**config.mk**
```make
export PLATFORM = sky130hd
export DESIGN_NAME = debug_dump_sequencer_flat
export DESIGN_NICKNAME = d
export VERILOG_FILES = /design/src/rtl/debug_dump_if.sv /design/src/rtl/debug_dump_sequencer.sv /design/src/flat_wrapper.sv
export SDC_FILE = /design/constraint.sdc
export NUM_CORES = 1
export LEC_CHECK = 0
export BUFFER_PORTS_ARGS = -buffer_cell sky130_fd_sc_hd__clkbuf_2
export CAP_MARGIN = 20
export CELL_PAD_IN_SITES_DETAIL_PLACEMENT = 1
export CELL_PAD_IN_SITES_GLOBAL_PLACEMENT = 2
export CORE_MARGIN = 5
export CORE_UTILIZATION = 29
export CTS_CLUSTER_SIZE = 12
export DETAILED_ROUTE_END_ITERATION = 6
export PLACE_DENSITY_LB_ADDON = 0.1
export SYNTH_ARGS = -nofsm -noshare
export SYNTH_HDL_FRONTEND = slang
export SYNTH_SLANG_ARGS = --single-unit
export TNS_END_PERCENT = 50
```
**constraint.sdc**
```tcl
create_clock -name clock_i -period 2 [get_ports clock_i]
set_input_delay 0.5 -clock clock_i [delete_from_list [all_inputs] [get_ports clock_i]]
set_output_delay 0.5 -clock clock_i [all_outputs]
set_load 0.05 [all_outputs]
```
**src/rtl/debug_dump_if.sv**
```systemverilog
// debug_dump_if: control, UART byte and debug read-port signals between the dump sequencer and its environment
interface debug_dump_if #(
    parameter int NB_DATA = 32,
    parameter int N_BITS  = 8,
    parameter int NB_REG  = 5,
    parameter int NB_ADDR = 7,
    parameter int NB_PC   = 7
);
    logic               start_i;
    logic               abort_i;
    logic               tx_idle_i;
    logic               tx_start_o;
    logic [N_BITS-1:0]  tx_data_o;
    logic               sel_reg_debug_o;
    logic [NB_REG-1:0]  addr_reg_o;
    logic [NB_DATA-1:0] data_reg_i;
    logic               sel_mem_debug_o;
    logic [NB_ADDR-1:0] addr_mem_o;
    logic [NB_DATA-1:0] data_mem_i;
    logic [NB_PC-1:0]   pc_i;
    logic               busy_o;
    logic               done_o;

    modport master (
        input  start_i, abort_i, tx_idle_i, data_reg_i, data_mem_i, pc_i,
        output tx_start_o, tx_data_o, sel_reg_debug_o, addr_reg_o,
               sel_mem_debug_o, addr_mem_o, busy_o, done_o
    );

    modport slave (
        output start_i, abort_i, tx_idle_i, data_reg_i, data_mem_i, pc_i,
        input  tx_start_o, tx_data_o, sel_reg_debug_o, addr_reg_o,
               sel_mem_debug_o, addr_mem_o, busy_o, done_o
    );
endinterface

```
**src/rtl/debug_dump_sequencer.sv**
```systemverilog
// debug_dump_sequencer: dumps register file, data memory and PC over the tx_uart byte interface, LSB byte first
module debug_dump_sequencer #(
    parameter int NB_DATA       = 32,
    parameter int N_BITS        = 8,
    parameter int N_BYTES       = 4,
    parameter int NB_REG        = 5,
    parameter int N_REGISTER    = 32,
    parameter int NB_ADDR       = 7,
    parameter int N_MEMORY_DATA = 128,
    parameter int NB_PC         = 7
) (
    input logic         clock_i,
    input logic         reset_i,
    debug_dump_if.master bus
);
    localparam int NB_IDX = N_BYTES > 1 ? $clog2(N_BYTES) : 1;

    typedef enum logic [2:0] {IDLE, ADDR, CAPTURE, SEND, WAIT_BUSY, WAIT_IDLE, NEXT, FINISH} state_t;
    typedef enum logic [1:0] {SEC_REG, SEC_MEM, SEC_PC} section_t;

    state_t             state;
    section_t           section;
    logic [NB_DATA-1:0] word;
    logic [NB_IDX-1:0]  byte_idx;
    logic [NB_REG-1:0]  addr_reg;
    logic [NB_ADDR-1:0] addr_mem;
    logic [N_BITS-1:0]  tx_data;
    logic               tx_start, sel_reg, sel_mem, busy, done;
    logic               last_byte;

    // the PC section is a single zero-extended byte
    assign last_byte = section == SEC_PC || byte_idx == NB_IDX'(N_BYTES - 1);

    always_ff @(posedge clock_i or posedge reset_i) begin
        if (reset_i) begin
            state    <= IDLE;
            section  <= SEC_REG;
            word     <= '0;
            byte_idx <= '0;
            addr_reg <= '0;
            addr_mem <= '0;
            tx_data  <= '0;
            tx_start <= 1'b0;
            sel_reg  <= 1'b0;
            sel_mem  <= 1'b0;
            busy     <= 1'b0;
            done     <= 1'b0;
        end else if (bus.abort_i) begin
            state    <= IDLE;
            section  <= SEC_REG;
            byte_idx <= '0;
            addr_reg <= '0;
            addr_mem <= '0;
            tx_start <= 1'b0;
            sel_reg  <= 1'b0;
            sel_mem  <= 1'b0;
            busy     <= 1'b0;
            done     <= 1'b0;
        end else begin
            tx_start <= 1'b0;
            done     <= 1'b0;
            case (state)
                IDLE: if (bus.start_i) begin
                    state    <= ADDR;
                    section  <= SEC_REG;
                    addr_reg <= '0;
                    addr_mem <= '0;
                    busy     <= 1'b1;
                    sel_reg  <= 1'b1;
                    sel_mem  <= 1'b0;
                end
                ADDR: state <= CAPTURE;
                CAPTURE: begin
                    word     <= section == SEC_REG ? bus.data_reg_i :
                                section == SEC_MEM ? bus.data_mem_i :
                                {{(NB_DATA - NB_PC){1'b0}}, bus.pc_i};
                    byte_idx <= '0;
                    state    <= SEND;
                end
                SEND: if (bus.tx_idle_i) begin
                    tx_start <= 1'b1;
                    tx_data  <= word[N_BITS*byte_idx +: N_BITS];
                    state    <= WAIT_BUSY;
                end
                WAIT_BUSY: if (!bus.tx_idle_i) state <= WAIT_IDLE;
                WAIT_IDLE: if (bus.tx_idle_i) begin
                    state    <= last_byte ? NEXT : SEND;
                    byte_idx <= last_byte ? byte_idx : byte_idx + NB_IDX'(1);
                end
                NEXT: begin
                    state <= section == SEC_PC ? FINISH : ADDR;
                    if (section == SEC_REG && addr_reg != NB_REG'(N_REGISTER - 1)) begin
                        addr_reg <= addr_reg + NB_REG'(1);
                    end else if (section == SEC_REG) begin
                        section  <= SEC_MEM;
                        addr_reg <= '0;
                        sel_reg  <= 1'b0;
                        sel_mem  <= 1'b1;
                    end else if (section == SEC_MEM && addr_mem != NB_ADDR'(N_MEMORY_DATA - 1)) begin
                        addr_mem <= addr_mem + NB_ADDR'(1);
                    end else if (section == SEC_MEM) begin
                        section  <= SEC_PC;
                        addr_mem <= '0;
                        sel_mem  <= 1'b0;
                    end
                end
                FINISH: begin
                    state    <= IDLE;
                    section  <= SEC_REG;
                    addr_reg <= '0;
                    addr_mem <= '0;
                    sel_reg  <= 1'b0;
                    sel_mem  <= 1'b0;
                    busy     <= 1'b0;
                    done     <= 1'b1;
                end
                default: state <= IDLE;
            endcase
        end
    end

    assign bus.tx_start_o      = tx_start;
    assign bus.tx_data_o       = tx_data;
    assign bus.sel_reg_debug_o = sel_reg;
    assign bus.addr_reg_o      = addr_reg;
    assign bus.sel_mem_debug_o = sel_mem;
    assign bus.addr_mem_o      = addr_mem;
    assign bus.busy_o          = busy;
    assign bus.done_o          = done;
endmodule
```
**src/flat_wrapper.sv**
```systemverilog
// flat-port wrapper written by rule: the top's interface ports become plain ports
module debug_dump_sequencer_flat 
#(
    parameter int NB_DATA       = 32,
    parameter int N_BITS        = 8,
    parameter int N_BYTES       = 4,
    parameter int NB_REG        = 5,
    parameter int N_REGISTER    = 32,
    parameter int NB_ADDR       = 7,
    parameter int N_MEMORY_DATA = 128,
    parameter int NB_PC         = 7
)
  (clock_i, reset_i, bus_start_i, bus_abort_i, bus_tx_idle_i, bus_data_reg_i, bus_data_mem_i, bus_pc_i, bus_tx_start_o, bus_tx_data_o, bus_sel_reg_debug_o, bus_addr_reg_o, bus_sel_mem_debug_o, bus_addr_mem_o, bus_busy_o, bus_done_o);
  debug_dump_if #(.NB_DATA(NB_DATA), .N_BITS(N_BITS), .NB_REG(NB_REG), .NB_ADDR(NB_ADDR), .NB_PC(NB_PC)) bus_i ();
  input logic clock_i;
  input logic reset_i;
  input wire logic [$bits(bus_i.start_i)-1:0] bus_start_i;
  input wire logic [$bits(bus_i.abort_i)-1:0] bus_abort_i;
  input wire logic [$bits(bus_i.tx_idle_i)-1:0] bus_tx_idle_i;
  input wire logic [$bits(bus_i.data_reg_i)-1:0] bus_data_reg_i;
  input wire logic [$bits(bus_i.data_mem_i)-1:0] bus_data_mem_i;
  input wire logic [$bits(bus_i.pc_i)-1:0] bus_pc_i;
  output wire logic [$bits(bus_i.tx_start_o)-1:0] bus_tx_start_o;
  output wire logic [$bits(bus_i.tx_data_o)-1:0] bus_tx_data_o;
  output wire logic [$bits(bus_i.sel_reg_debug_o)-1:0] bus_sel_reg_debug_o;
  output wire logic [$bits(bus_i.addr_reg_o)-1:0] bus_addr_reg_o;
  output wire logic [$bits(bus_i.sel_mem_debug_o)-1:0] bus_sel_mem_debug_o;
  output wire logic [$bits(bus_i.addr_mem_o)-1:0] bus_addr_mem_o;
  output wire logic [$bits(bus_i.busy_o)-1:0] bus_busy_o;
  output wire logic [$bits(bus_i.done_o)-1:0] bus_done_o;
  assign bus_i.start_i = bus_start_i;
  assign bus_i.abort_i = bus_abort_i;
  assign bus_i.tx_idle_i = bus_tx_idle_i;
  assign bus_i.data_reg_i = bus_data_reg_i;
  assign bus_i.data_mem_i = bus_data_mem_i;
  assign bus_i.pc_i = bus_pc_i;
  assign bus_tx_start_o = bus_i.tx_start_o;
  assign bus_tx_data_o = bus_i.tx_data_o;
  assign bus_sel_reg_debug_o = bus_i.sel_reg_debug_o;
  assign bus_addr_reg_o = bus_i.addr_reg_o;
  assign bus_sel_mem_debug_o = bus_i.sel_mem_debug_o;
  assign bus_addr_mem_o = bus_i.addr_mem_o;
  assign bus_busy_o = bus_i.busy_o;
  assign bus_done_o = bus_i.done_o;
  debug_dump_sequencer #(.NB_DATA(NB_DATA), .N_BITS(N_BITS), .N_BYTES(N_BYTES), .NB_REG(NB_REG), .N_REGISTER(N_REGISTER), .NB_ADDR(NB_ADDR), .N_MEMORY_DATA(N_MEMORY_DATA), .NB_PC(NB_PC)) u_core (.clock_i(clock_i), .reset_i(reset_i), .bus(bus_i));
endmodule
```
# ---- After elaboration in Yosys (flattened, before gate mapping)
# Cells that the tools add are included.
dict set report word_totals {
  inputBits 76
  output_inout_bits 25
  latch_bits 0
  memories 0
  reg_bits 64
  elab_cells 110
  ramBits 0
  mem_bits_ro 0
}
dict set report classes {
  eq_ne 24
  div_mod_pow 0
  order_cmp 0
  mux 52
  n_reduce_logical 17
  addsub 3
  shifts 1
  bitwise 1
  multipliers 0
}
# cell n
set ops {}
lappend ops {{32-bit 2-to-1 mux} 2}
lappend ops {{7-bit 2-to-1 mux} 6}
lappend ops {{32-bit by 6-bit indexed part select with 8-bit output} 1}
lappend ops {{3-bit case mux with 8 select lines} 1}
lappend ops {{3-bit 2-to-1 mux} 7}
lappend ops {{3-bit != test (second input constant)} 7}
lappend ops {{7-bit case mux with 3 select lines} 1}
lappend ops {{5-bit 2-to-1 mux} 4}
lappend ops {{2-bit 2-to-1 mux} 9}
lappend ops {{1-bit 2-to-1 mux} 16}
lappend ops {{5-bit case mux with 3 select lines} 1}
lappend ops {{3-bit == test (second input constant)} 4}
lappend ops {{4-bit by 2-bit != test with 1-bit output (second input constant)} 3}
lappend ops {{5-bit AND reduction} 2}
lappend ops {{3-bit AND reduction} 3}
lappend ops {{4-bit AND reduction} 2}
lappend ops {{7-bit by 1-bit adder with 7-bit output (second input constant)} 1}
lappend ops {{7-bit != test (second input constant)} 1}
lappend ops {{3-bit by 2-bit == test with 1-bit output (second input constant)} 2}
lappend ops {{1-bit case mux with 3 select lines} 2}
lappend ops {{2-bit case mux with 3 select lines} 1}
lappend ops {{3-bit nonzero test} 2}
lappend ops {{5-bit by 1-bit adder with 5-bit output (second input constant)} 1}
lappend ops {{5-bit != test (second input constant)} 1}
lappend ops {{15 further kinds} 18}

# ---- Logic depth before layout (Yosys ltp)
# Gate-level depths: netlist (run 1).
dict set report depth {
  word_depth 7
  mapped_depth 7
  ltp_nobuf 7
}

# ---- Worst setup path after synthesis (run 1)
# OpenSTA, ideal clock, no wires.
dict set report synth_timing {
  kind {register to register}
  start {register u_core.addr_reg[0] (netlist: u_core.bus.addr_reg_o[0])}
  end {register u_core.addr_reg[3] (netlist: u_core.bus.addr_reg_o[3])}
  n_path_buf 0
  setup_time_ns 0.083
  stages_incl_launch_ff 8
  synth_period_minus_slack_ns 2.066
  required_time_ns 1.917
  arrival_ns 1.983
  slack_ns -0.066
  path_cell_list {dfrtp_1 -> ha_1 -> and3_1 -> ha_1 -> or3_1 -> nor4_1 -> a21oi_1 -> o21ai_0}
}
dict set report synth_between {
  elab_chain_cells 5
  word_cells_on_any_way 8
  cone_classes {add/sub: 1; eq/ne: 2; mux: 3; reduce/logical: 2}
}
# item line
set synth_lines {}
lappend synth_lines {{start: declaration} debug_dump_sequencer.sv:25} ;# logic [NB_REG-1:0] addr_reg;
lappend synth_lines {{start signal: assignment} debug_dump_sequencer.sv:93} ;# addr_reg <= addr_reg + NB_REG'(1);
lappend synth_lines {{branches (longest 5 deep; another with 5-bit by 1-bit adder with 5-bit output)} -}
# Parallel ways; which one is timed is not known.
# A chain may end at the register's enable or synchronous reset.

# ---- Worst setup path in the final report (run 1)
dict set report layout_timing {
  start {register u_core.addr_reg[1] (netlist: u_core.bus.addr_reg_o[1])}
  end {register u_core.addr_reg[3] (netlist: u_core.bus.addr_reg_o[3])}
}
# The elaborated chain is that of the path after synthesis.

==> results of run 1 <==
## report_power, final
group	internal [W]	switching (W)	total (W)
clock	0.00109	0.000571	0.00166
sequential	0.00162	0.000208	0.00182
combinational	0.000401	0.000487	0.000888
## cell usage in the layout (no fill, tap or decap), drive strengths merged, types with 3 or more instances in the layout
master | Yosys | layout
a31oi | 3 | 3
a21oi | 17 | 17
nor3 | 5 | 5
mux2i | 33 | 33
clkbuf | 6 | 110
o31ai | 25 | 25
clkinvlp | 0 | 3
nand3 | 5 | 5
nand2 | 44 | 44
inv | 5 | 4
buf | 18 | 14
nor2 | 21 | 21
mux2 | 9 | 9
a22o | 3 | 3
nand2b | 6 | 6
ha | 4 | 4
o21ai | 19 | 19
dfrtp | 63 | 63
o22ai | 3 | 3
mux4 | 8 | 8
## cell families (layout without fill, tap and decap cells)
| family | Yosys count | count (layout) | synth area share (%) |
|---|---|---|---|
| AO/OA/AOI/OAI | 84 | 84 | 16.9 |
| XOR/XNOR | 1 | 1 | 0.251 |
| adder cells (fa/ha/maj) | 4 | 4 | 1.44 |
| buffers and inverters | 29 | 135 | 4.56 |
| flip-flops | 63 | 63 | 45.3 |
| multiplexers | 50 | 50 | 17.6 |
| AND/OR/NAND/NOR | 96 | 96 | 14.0 |
## worst max-delay path, stage by stage, from the launching register on
cell and delay [ns]:
dfrtp_1 0.40, ha_1 0.22, and3_1 0.19, ha_1 0.22
or3_4 0.41, nor4_1 0.23, a21oi_1 0.06, o21ai_0 0.08
## state kept, by name, indices dropped and copies added, names as in the netlist
register / flops
u_core.bus.busy_o: 1
u_core.state: 3
u_core.bus.addr_mem_o: 7
u_core.word: 32
u_core.section: 2
u_core.bus.sel_reg_debug_o: 1
u_core.bus.done_o: 1
u_core.bus.tx_start_o: 1
u_core.byte_idx: 2
u_core.bus.addr_reg_o: 5
u_core.bus.tx_data_o: 8
## path summary, 6_finish.rpt
check                           slack (ns)                      from                        to  cells past startpoint
worst min register to register        0.47           u_core.word[14]           u_core.word[14]                      2
worst min-delay path                  0.24                   reset_i         u_core.bus.busy_o                      3
min in group clock_i                  0.44               bus_abort_i        u_core.byte_idx[1]                      2
worst max-delay path                  0.09  u_core.bus.addr_reg_o[1]  u_core.bus.addr_reg_o[3]                      7
worst max register to register        0.09  u_core.bus.addr_reg_o[1]  u_core.bus.addr_reg_o[3]                      7
max in group asynchronous             1.45                   reset_i  u_core.bus.addr_reg_o[3]                      3
## routing by layer
| layer | vias to the layer above | part of all wire, % |
|---|---|---|
| li1 | 1404 | - |
| met1 | 1392 | 48 |
| met2 | 66 | 46 |
| met3 | 11 | 5.0 |
| met4 | 0 | 1.3 |
| met5 | - | 0 |
## through the flow
step / area [um^2] / cells / setup WS (ns) / power (W)
6_report: 4500 / 580 / 0.0916 / 0.00437
5_1_grt: 4500 / 580 / 0.0378 / 0.00463
4_1_cts: 4480 / 579 / 0.000912 / 0.00444
3_5_place_dp: 4170 / 563 / 0.0216 / 0.00275
3_3_place_gp: 4170 / 563 / 0.0891 / 0.00272
2_1_floorplan: 3490 / 327 / -0.0660 / 0.00244
## timing repair
item / CTS / global route
buffers inserted: 0 / 1
resized for setup: 0 / 3
setup endpoints to repair: 0 / 5
## final cells by class
class / instances / area share (%)
sequential: 63 / 35.0
clock buffer: 10 / 5.09
timing repair buffer: 114 / 14.3
multi-input combinational: 235 / 39.1
clock inverter: 6 / 1.89
tap: 147 / 4.09
inverter: 5 / 0.500
==> flow_metrics.env, run 1 <==
export IMPL_min_period_ns=1.91
export IMPL_synth_enable_flop_cells=0
export IMPL_std_cell_rows=40
export IMPL_met1_usage_pct=18.5
export IMPL_drive_above_1_share_pct=37.2
export IMPL_vdd_drop_max_mv=0.314
export IMPL_syn_area_per_cell_um2=10.7
export IMPL_fmax_mhz=524
export IMPL_worst_pin_slew_ns=0.457
export IMPL_synth_flop_cell="dfrtp_1"
export IMPL_fp_dieH_um=120
export IMPL_clkSinkCount=63
export IMPL_tritoncts="done"
export IMPL_grt_use_total_pct=13.9
export IMPL_dr_pass1_iters=4
export IMPL_synthMostInstantiatedCell="dfrtp_1"
export IMPL_cp_arrival_ns=2.16
export IMPL_yosys_cell_types_count=52
export IMPL_power_leakage_nw=2.04
export IMPL_clock_path_buffers=2
export IMPL_synth_seq_cells=63
export IMPL_cp_data_required_time_ns=2.25
export IMPL_slew_viol_final=0
export IMPL_start_util_pct=29.2
export IMPL_area_delta_synth_final_pct=29.2
export IMPL_cts_htree_levels=3
export IMPL_synth_top_area_share_pct=45.3
export IMPL_power_density_mw_per_mm2=970
export IMPL_ys_warn_count=0
export IMPL_port_buffer_count=100
export IMPL_drt_iter0_markers=81
export IMPL_clock_latency_ns=0.33
export IMPL_worstSetupPathType="reg2reg"
export IMPL_hold_buffers=0
export IMPL_grt_pass1_wl_mm=15.8
export IMPL_antennaDiodeCount=0
export IMPL_setup_worst_path_start_class="register"
export IMPL_routed_wirelength_mm=9.41
export IMPL_async_flop_share_pct=100
export IMPL_synth_yosys_seq_area_share_pct=45.3
export IMPL_cts_buffers=9
export IMPL_synthCells=327
export IMPL_grt_max_degree=65
export IMPL_syn_area_mm2=0.00348
export IMPL_crit_fanout=4
export IMPL_syn_nets=407
export IMPL_nets=508
export IMPL_grt_pass1_vias=3082
export IMPL_grt_overflow_total=0
export IMPL_top_usage_layer="met2"
export IMPL_cts_clk_slew_worst_paths_ns=0.06
export IMPL_setup_viol=0
export IMPL_rsz0062_at_grt="no"
export IMPL_skew_ns=0.00537
export IMPL_synth_area_leaders="dfrtp_1 (45%), mux2i_1 (9.5%), mux4_2 (5.2%)"
export IMPL_holdCritPathClass="in2async"
export IMPL_max_slew_margin_rel_pct=69.5
export IMPL_drv_cap=0
export IMPL_hpwlAfterDp_mm=6.83
export IMPL_vias=2873
export IMPL_setup_tns_ns=0
export IMPL_grt_met2_usage_pct=22.0
export IMPL_remaining_drc_errors=0
export IMPL_n_fill_cell=1368
export IMPL_hold_viol_final=0
export IMPL_holdWs_ns=0.238
export IMPL_grt_util_met3_pct=3.86
export IMPL_outcome="completed"
export IMPL_endpoint_kind="register"
export IMPL_cts_root_buf="clkbuf_16"
export IMPL_via_per_inst=4.95
export IMPL_dieWidth_um=120
export IMPL_timing_final_crit_share_pct=95.4
export IMPL_synth_commonest_cells="dfrtp_1 (63), nand2_1 (44), mux2i_1 (33)"
export IMPL_ios=101
export IMPL_wl_per_cell_um=16.2
export IMPL_ant_nets=0
export IMPL_gp_congestion=0.710
export IMPL_multi_input_area_mm2=0.00176
export IMPL_regArea_mm2=0.00158
export IMPL_postLayoutCoreUtil_pct=37.8
export IMPL_antenna_found_initial=0
export IMPL_coreArea_mm2=0.0119
export IMPL_synth_area_leader_cell="dfrtp_1"
export IMPL_fp_dieArea_mm2=0.0143
No activity file was read; power rests on OpenSTA's default activity.
==> run 2, diff against run 1 <==
Settings changed: CAP_MARGIN 20 to 10, CORE_ASPECT_RATIO from default to 1.5, SLEW_MARGIN from default to 20.
==> run 2 against run 1 <==
Effect of this change: count of clock-buffer cells in the layout grew 1; global-route usage is essentially flat; first-iteration DRC count shrank 1.2%; core utilization grew 0.12 points; cell count grew 1.4%; power shrank 6.0%; clock skew shrank 0.00083 ns; register-to-register slack gained 0.05 ns; worst hold slack lost 0.059 ns; sequential power is essentially flat; design area grew 0.17%; sequential cell count is the same; largest power group unchanged.
==> flow_metrics.env, run 2 (synthesized netlist as in run 1, its figures left out) <==
export IMPL_coreArea_mm2=0.0119
export IMPL_antenna_found_initial=0
export IMPL_outcome="completed"
export IMPL_fp_dieH_um=144
export IMPL_drive_above_1_share_pct=38.2
export IMPL_hpwlAfterDp_mm=7.18
export IMPL_dr_pass1_iters=4
export IMPL_max_slew_margin_rel_pct=68.8
export IMPL_stdcell_count=588
export IMPL_setup_viol=0
export IMPL_port_buffer_count=100
export IMPL_cts_clk_slew_worst_paths_ns=0.05
export IMPL_cp_endpoint="u_core.bus.addr_reg_o[2]"
export IMPL_largest_register="u_core.word"
export IMPL_highest_layer="met4"
export IMPL_wl_met3_um=389
export IMPL_endpoint_kind="register"
export IMPL_cp_arrival_ns=2.11
export IMPL_fp_dieArea_mm2=0.0143
export IMPL_clock_path_buffers=2
export IMPL_drv_cap=0
export IMPL_mostFrequentLayoutCell="clkbuf_2"
export IMPL_cts_root_buf="clkbuf_16"
export IMPL_via_per_inst=4.87
export IMPL_wl_met2_mm=5.08
export IMPL_worstSetupPathType="reg2reg"
export IMPL_fmax_mhz=538
export IMPL_wl_met1_mm=3.88
export IMPL_postLayoutCoreUtil_pct=37.9
export IMPL_grt_pass1_vias=3089
export IMPL_vias=2863
export IMPL_setup_worst_path_start_class="register"
export IMPL_holdWs_ns=0.179
export IMPL_rsz0062_at_grt="no"
export IMPL_skew_ns=0.00454
export IMPL_cts_buffers=9
export IMPL_final_cell_mix="clkbuf_2 (100), dfrtp_1 (61), nand2_1 (44)"
export IMPL_vdd_drop_max_mv=0.449
export IMPL_timing_rr_start="u_core.bus.addr_reg_o[0]"
export IMPL_placed_cells=572
export IMPL_nets=511
export IMPL_min_period_ns=1.86
export IMPL_holdCritPathClass="in2async"
export IMPL_hold_viol_final=0
export IMPL_dieWidth_um=99.5
export IMPL_cts_htree_levels=3
export IMPL_clock_latency_ns=0.33
export IMPL_grt_pass1_wl_mm=15.6
export IMPL_rrSetupSlack_ns=0.14
export IMPL_power_leakage_nw=2.04
export IMPL_start_util_pct=29.3
export IMPL_ant_nets=0
export IMPL_setup_tns_ns=0
export IMPL_antennaDiodeCount=0
export IMPL_grt_max_degree=65
export IMPL_std_cell_rows=49
export IMPL_crit_fanout=4
export IMPL_remaining_drc_errors=0
export IMPL_ios=101
export IMPL_clkSinkCount=63
export IMPL_grt_use_total_pct=13.9
export IMPL_power_density_mw_per_mm2=910
export IMPL_hold_buffers=0
export IMPL_slew_viol_final=0
export IMPL_reg2regPathDepth=7
export IMPL_cp_data_required_time_ns=2.25
export IMPL_timing_final_crit_share_pct=92.9
export IMPL_drt_iter0_markers=80
export IMPL_startpoint="u_core.bus.addr_reg_o[0]"
export IMPL_tritoncts="done"
export IMPL_routed_wirelength_mm=9.49
export IMPL_grt_overflow_total=0
export IMPL_worst_pin_slew_ns=0.467
export IMPL_gp_congestion=0.773
export IMPL_area_delta_synth_final_pct=29.5
export IMPL_timing_rr_end="u_core.bus.addr_reg_o[2]"
export IMPL_largest_reg_flops=32
export IMPL_wl_per_cell_um=16.1
run 2: final cells by class:
| class | count | area (um^2) |
|---|---|---|
| clock buffers | 11 | 243 |
| repair buffers | 117 | 678 |
| inverters | 5 | 22.5 |
| flip-flops and latches | 63 | 1580 |
| multi-input cells | 235 | 1770 |
| fillers | 1396 | 7380 |
| well taps | 153 | 191 |
| clock inverters | 4 | 22.5 |
run 2: worst min path at each step:
stage                    start                    endpoint  slack [ns]  depth (start not counted)
2_1_floorplan  u_core.word[10]             u_core.word[10]        0.44                          2
3_3_place_gp   u_core.word[13]             u_core.word[13]        0.45                          2
3_5_place_dp   u_core.word[11]             u_core.word[11]        0.47                          2
4_1_cts                reset_i           u_core.bus.busy_o        0.19                          2
5_1_grt                reset_i           u_core.bus.busy_o        0.20                          2
6_report               reset_i  u_core.bus.sel_reg_debug_o        0.18                          2
run 2: per-layer routing:
metal  up-vias  global-route usage, %
met5         -                      0
met4         0                   4.96
met3        10                   3.72
met2        65                   24.8
met1      1380                   15.9
li1       1408                      -
run 2: timing repair:
action | 4_1_cts | 5_1_grt
resized for setup | 0 | 5
setup buffers | 0 | 1
endpoints found under the setup margin | 0 | 5
run 2: report_power, final:
part	leakage (nW)	total, W	switching (W)	internal [W]
clock network	0.131	0.00142	0.000562	0.000858
logic	1.08	0.000889	0.000484	0.000405
registers	0.826	0.00180	0.000181	0.00161
total	2.04	0.00410	0.00123	0.00288
run 2: stage by stage:
stage / area [um^2] / setup WS [ns] / total power [W]
4_1_cts: 4480 / 0.00718 / 0.00418
5_1_grt: 4510 / 0.0266 / 0.00438
2_1_floorplan: 3490 / -0.0660 / 0.00244
6_report: 4510 / 0.142 / 0.00410
3_5_place_dp: 4210 / 0.00271 / 0.00274
3_3_place_gp: 4210 / 0.104 / 0.00269
run 2: critical path, stage by stage, from the launching register on:
cell and delay [ns]:
dfrtp_1 0.40, ha_1 0.23, and3_1 0.19, ha_2 0.19
or3_4 0.40, nor2_2 0.17, nand2_1 0.08, o21ai_1 0.12
